<file path="src/rtl/mat_operand_loader.sv">
// mat_operand_loader: assembles a byte-serial element stream into packed
// 32-bit operand words A and B (four 8-bit elements each, element 0 in the
// MSB) and hands each A/B pair off with a valid/ready handshake.
// A second pair can assemble while the previous one waits at the output;
// a completed pair that cannot be handed off is parked in the PEND state.
// Optional build macro: MAT_LOAD_TRANSPOSE_B_EN -- B elements arrive
// column-major and are stored row-major (arrival 4..7 -> B slots 0,2,1,3).
module mat_operand_loader #(
  parameter int WIDTH = 32,
  parameter int CNT_W = 16
) (
  input  logic             clk,
  input  logic             reset,
  input  logic [7:0]       in_data,
  input  logic             in_valid,
  input  logic             in_first,
  output logic             in_ready,
  output logic [WIDTH-1:0] A_out,
  output logic [WIDTH-1:0] B_out,
  output logic             out_valid,
  input  logic             out_ready,
  output logic             frame_err,
  output logic [CNT_W-1:0] pair_cnt
);

  // Operand layout is hard-wired to four 8-bit elements per word.
  generate
    if (WIDTH != 32) begin : g_width_check
      $error("mat_operand_loader: WIDTH must be 32 (4 x 8-bit elements)");
    end
  endgenerate

  typedef enum logic {
    ST_FILL,
    ST_PEND
  } state_e;

  state_e               state_q, state_d;
  logic [2:0]           idx_q, idx_d;
  logic [2*WIDTH-1:0]   asm_q, asm_d;
  logic [WIDTH-1:0]     a_out_q, a_out_d;
  logic [WIDTH-1:0]     b_out_q, b_out_d;
  logic                 out_valid_q, out_valid_d;
  logic                 frame_err_q, frame_err_d;
  logic [CNT_W-1:0]     pair_cnt_q, pair_cnt_d;

  logic                 take;
  logic [2:0]           k;
  logic [2:0]           pos;

  // Input side is open only while no completed pair is parked.
  assign in_ready  = (state_q == ST_FILL);
  assign A_out     = a_out_q;
  assign B_out     = b_out_q;
  assign out_valid = out_valid_q;
  assign frame_err = frame_err_q;
  assign pair_cnt  = pair_cnt_q;

  // Next-state: element placement, resync, completion and output handoff.
  always_comb begin
    state_d     = state_q;
    idx_d       = idx_q;
    asm_d       = asm_q;
    a_out_d     = a_out_q;
    b_out_d     = b_out_q;
    out_valid_d = out_valid_q;
    frame_err_d = 1'b0;
    pair_cnt_d  = pair_cnt_q;
    k           = idx_q;
    pos         = idx_q;

    take = out_valid_q && out_ready;
    if (take) begin
      out_valid_d = 1'b0;
    end

    case (state_q)
      ST_FILL: begin
        if (in_valid) begin
          // in_first mid-pair restarts assembly with this element as k = 0.
          if (in_first && (idx_q != 3'd0)) begin
            asm_d       = '0;
            k           = 3'd0;
            frame_err_d = 1'b1;
          end
          pos = k;
`ifdef MAT_LOAD_TRANSPOSE_B_EN
          // Column-major B arrival: swapping the two low index bits maps
          // arrival 4,5,6,7 onto row-major slots 4,6,5,7.
          if (k[2]) begin
            pos = {1'b1, k[0], k[1]};
          end
`endif
          for (int unsigned p = 0; p < 8; p++) begin
            if (3'(p) == pos) begin
              asm_d[8*(7-p) +: 8] = in_data;
            end
          end

          if (k == 3'd7) begin
            idx_d = 3'd0;
            if (!out_valid_q || take) begin
              a_out_d     = asm_d[2*WIDTH-1:WIDTH];
              b_out_d     = asm_d[WIDTH-1:0];
              out_valid_d = 1'b1;
              pair_cnt_d  = pair_cnt_q + CNT_W'(1);
            end else begin
              state_d = ST_PEND;
            end
          end else begin
            idx_d = k + 3'd1;
          end
        end
      end

      ST_PEND: begin
        if (take) begin
          a_out_d     = asm_q[2*WIDTH-1:WIDTH];
          b_out_d     = asm_q[WIDTH-1:0];
          out_valid_d = 1'b1;
          pair_cnt_d  = pair_cnt_q + CNT_W'(1);
          state_d     = ST_FILL;
          idx_d       = 3'd0;
        end
      end

      default: begin
        state_d = ST_FILL;
      end
    endcase
  end

  // State register with synchronous active-low reset.
  always_ff @(posedge clk) begin
    if (!reset) begin
      state_q     <= ST_FILL;
      idx_q       <= '0;
      asm_q       <= '0;
      a_out_q     <= '0;
      b_out_q     <= '0;
      out_valid_q <= 1'b0;
      frame_err_q <= 1'b0;
      pair_cnt_q  <= '0;
    end else begin
      state_q     <= state_d;
      idx_q       <= idx_d;
      asm_q       <= asm_d;
      a_out_q     <= a_out_d;
      b_out_q     <= b_out_d;
      out_valid_q <= out_valid_d;
      frame_err_q <= frame_err_d;
      pair_cnt_q  <= pair_cnt_d;
    end
  end

endmodule

</file>
<file path="config.mk">
export PLATFORM = sky130hd
export DESIGN_NAME = mat_operand_loader
export DESIGN_NICKNAME = d
export VERILOG_FILES = /design/src/rtl/mat_operand_loader.sv
export SDC_FILE = /design/constraint.sdc
export NUM_CORES = 1
export LEC_CHECK = 0
export BUFFER_PORTS_ARGS = -buffer_cell sky130_fd_sc_hd__buf_2
export CAP_MARGIN = 20
export CORE_MARGIN = 2
export CORE_UTILIZATION = 50
export DETAILED_ROUTE_END_ITERATION = 6
export PLACE_DENSITY = 0.69
export SLEW_MARGIN = 20
export SYNTH_ARGS = -nofsm -noshare
export SYNTH_HDL_FRONTEND = slang
export SYNTH_SLANG_ARGS = --single-unit
</file>
<file path="constraint.sdc">
create_clock -name clk -period 3.56 [get_ports clk]
set_input_delay 1.068 -clock clk [delete_from_list [all_inputs] [get_ports clk]]
set_output_delay 1.068 -clock clk [all_outputs]
set_load 0.01 [all_outputs]
</file>
# After elaboration in Yosys (flattened, before gate mapping)
# Index checks and enable logic that the tools add are counted.
# W data, S select, Z words.
word_totals:
  out_inout_bits: 83
  register_bits: 150
  elab_cells: 78
  inputBits: 13
op_classes:
  addsub: 2
  n_reduce_logical: 10
  n_bitwise: 3
  n_eq_ne: 12
  muxes: 43
ops:
  columns: ["op", "n"]
  rows:
  - ["$mux W32", 8]
  - ["$pmux W32 S2", 2]
  - ["$mux W16", 4]
  - ["$mux W64", 1]
  - ["$mux W8", 8]
  - ["$pmux W16 S2", 1]
  - ["$mux W3", 6]
  - ["$add A16 B1 Y16 const B", 1]
  - ["$eq A3 B3 Y1 const A", 4]
  - ["$mux W1", 10]
  - ["$eq A2 B3 Y1 const A", 2]
  - ["$ne A2 B1 Y1 const B", 3]
  - ["$pmux W3 S2", 1]
  - ["$pmux W1 S2", 2]
  - ["$reduce_and A2 Y1", 2]
  - ["$reduce_and A4 Y1", 1]
  - ["$add A3 B1 Y3 const B", 1]
  - ["$eq A1 B3 Y1 const A", 1]
  - ["$eq A3 B3 Y1 const B", 1]
  - ["$logic_not A3 Y1", 1]
  - ["$not A1 Y1", 3]
  - ["$reduce_bool A3 Y1", 1]
  - ["$reduce_or A3 Y1", 1]
  - ["$logic_and A1 B1 Y1", 2]
  - ["3 further kinds", 3]

# Logic depth before layout (Yosys ltp)
logic_depth:
  depth_word: 11
  depth_mapped: 12
  mapped_depth_nobuf: 8

# Least setup slack after synthesis
# No wires, ideal clock.
synth_timing:
  path_type: "input-to-reg"
  from: "input port in_first"
  to: "register pair_cnt_q[10], in the netlist pair_cnt[10]"
  setup_ns: 0.070
  required_ns: 3.490
  path_stages: 10
  n_path_buf: 2
  setup_slack_ns: 0.264
  arrival_ns: 3.225
  cell_sequence: "clkbuf_1 nand2b_1 inv_1 ha_1 ha_1 a21oi_2 or4_1 buf_2 or4_1 a21oi_1"
synth_between:
  elab_chain_cells: 7
synth_rtl:
  columns: ["element", "line_no", "text"]
  rows:
  - ["start, declared", "16", "input logic in_first,"]
  - ["$logic_and A1 B1 Y1", "81", "if (in_first && (idx_q != 3'd0)) begin"]
  - ["$mux W3", "81", null]
  - ["$mux W3", "79", "if (in_valid) begin"]
  - ["$mux W3", "77", "case (state_q)"]
  - ["$eq A3 B3 Y1", "100", "if (k == 3'd7) begin"]
  - ["$ne A2 B1 Y1 (no source line)", null, null]
  - ["$reduce_and A4 Y1 (no source line)", null, null]
  - ["end signal, assigned", "152", "pair_cnt_q <= pair_cnt_d;"]
  - ["end, declared", "45", "logic [CNT_W-1:0] pair_cnt_q, pair_cnt_d;"]
# No other way between the ends. The select of a mux whose other input is x is not followed.
# A chain may end at the register's enable or synchronous reset.

# Worst setup path in the final report
# Ends and elaborated chain as after synthesis.

==> results.cfg <==
[sta]
hold_viol = 0
timing.final.max_slew_violations = 0
fin_crit_ns = 3.115
final-setup-viol-count = 0
rsz0062_at_grt = no
worstMarginPinSlew_ns = 0.7933
min_period_over_period_pct = 87.50
slew-limit-headroom_pct = 47.06
setup_slack_ns = 0.4449
fmax_mhz = 321.0
fin_hold_ws_ns = 0.4756
tns_ns = 0
fin_worst_skew_ns = 0.008009

[setup_path]
worstRegToRegCells = 7
cp-startpoint = in_first
cp-start-kind = input pin
worst-setup-path-type = in2reg
r2r_start = idx_q[0]
crit_path_end_kind = flip-flop
cp_max_fo = 12
worstPathArrival_ns = 3.46
cp.required_ns = 3.91

[logic_synthesis]
syn_inst = 659
ys_seq_area_share_pct = 50.16
synth.distinct_cells = 40
synth_fp_nets = 679
synth.avg_cell_area_um2 = 9.085
syn-cell-area_um2 = 5987
synth_edf_count = 0
ys_warn_count = 0
async_flop_share_pct = 0
synthFlopType = dfxtp_1
synth-seq-cells = 150

[die]
dieWidth_um = 113.4
fp.dieArea_um2 = 12870
boundaryPins = 96
core_um2 = 11560
rows = 39
die_h_um = 113.4
initial_utilization_pct = 51.77

[power]
power.total_mw = 3.629
power.ir.vdd_worst_v = 0.0002910
p_leak_nw = 3.062
power.density_nw_per_um2 = 511.3

[routing]
ant_nets = 0
wl_mm = 15.97
wl_per_cell_um = 18.21
drtIter0Drc = 364
viasPerCell = 6.168
num_vias = 5409
dr.pass1.iters = 5
drc = 0

[final_layout]
final_nets = 743
antenna_cells = 0
num-fill-cells = 1037
drive_above_1_share_pct = 19.62
syn2layout_area_growth_pct = 18.54
stdcell_count = 877

[global_route]
first_global_vias = 5058
grt_max_degree = 72
track_usage_pct = 25.52
grt_pass1_wl_mm = 26.18
antenna_found_initial = 0
grt_remaining_overflow = 0

[run]
drv_cap = 0

[placed_design]
numPortBuffers = 95
gp_congestion = 0.8975
dpl_worst_slack_ns = 0.09253
dp.cells = 847
hpwl_mm = 10.36

[clock_tree]
cts_buffers = 17
clk_pin_slew_ns = 0.06
clk_path_buf_depth = 2
post_cts_resized = 0
clk_latency_ns = 0.42
clockRootBuffer = clkbuf_16
cts_tree = built
htreeDepth = 4
post_cts_buffers = 0
cts_hold_buf = 0
clock_sinks = 150

[worst_hold_path]
holdPathStages = 1
hp-start = asm_q[1]
hp-class = reg2reg

[status]
status = completed
## kinds of logic after synthesis
logic type | synth area share, %
AO/OA/AOI/OAI | 29.70
AND/OR/NAND/NOR | 13.21
flip-flops | 50.16
buffers and inverters | 4.556
adder cells (fa/ha/maj) | 1.463
XOR/XNOR | 0.5853
multiplexers | 0.3344
## cells in the final DEF (no fill, tap or decap), drive strengths merged, types with 4 or more instances in the layout
cell	synthesis	routed
o21a	5	5
or3	4	4
a22o	40	40
inv	7	7
and3	7	7
nand2b	8	8
clkinv	2	9
o31ai	7	7
or4	7	7
buf	24	107
ha	7	7
a221oi	61	61
clkbuf	38	19
a21oi	27	27
nand2	22	22
a22oi	25	25
nor2	99	99
dfxtp	150	150
o21ai	75	75
nor2b	10	10
nand3	7	7
## state kept, by name (all words and copies together), names as in the netlist
name       count
B_out         32
asm_q         64
A_out         32
state_q        1
pair_cnt      16
idx_q          3
out_valid      1
frame_err      1
## layout make-up
type | instances | area (um2) | share of cell area, %
clock buffers | 19 | 452.9 | 6.382
clock inverters | 11 | 132.6 | 1.869
inverters | 9 | 33.78 | 0.4760
multi-input cells | 438 | 2718 | 38.29
flip-flops and latches | 150 | 3003 | 42.31
well taps | 143 | 178.9 | 2.521
repair buffers | 107 | 578.1 | 8.145
## worst max-delay path: stages
cell and delay [ns]:
buf_2 0.17, nand2b_1 0.21, inv_1 0.10, ha_1 0.18
ha_1 0.20, a21oi_2 0.10, or4_1 0.73, or4_1 0.53
a21oi_1 0.17
## Yosys cell counts (6+ instances only)
cell      number  share of area (%)
nand2b_1       8               0.84
nor2_1        99                6.2
a22o_1        40                5.9
buf_1         19                1.2
nand2_1       22                1.4
or4_1          7               0.88
a21oi_1       26                2.2
dfxtp_1      150                 50
a22oi_1       25                3.1
o21ai_0       69                5.8
nor2b_1       10                1.0
and3_1         7               0.73
o31ai_1        7               0.88
clkbuf_1      38                2.4
ha_1           7                1.5
nand3_1        7               0.59
a221oi_1      61                8.9
inv_1          7               0.44
o21ai_1        6               0.50
## worst paths after layout
kind                       end  slack (ns)
setup / recovery  pair_cnt[10]        0.44
hold / removal        asm_q[1]        0.48
setup reg to reg  pair_cnt[10]        0.84
hold reg to reg       asm_q[1]        0.48
## power breakdown
group,switching [mW],internal [mW]
Clock,0.670,1.12
Sequential,0.00675,1.69
Combinational,0.110,0.0324
Total,0.787,2.84
## per-stage QoR
step	area, um2	util [%]
2_1_floorplan	5987	-
3_3_place_gp	6511	56.30
3_5_place_dp	6511	56.30
4_1_cts	7097	61.37
5_1_grt	7097	61.37
6_report	7097	61.37
## metal layers
metal / routed length [um] / up-vias / global-route usage (%) / share of wire [%]
li1: - / 2576 / - / -
met1: 7178 / 2622 / 34.06 / 45
met2: 7566 / 182 / 41.28 / 47
met3: 840 / 29 / 4.835 / 5.3
met4: 381 / 0 / 9.837 / 2.4
met5: 0 / - / 0 / 0
No activity file was read; power rests on OpenSTA's default activity.
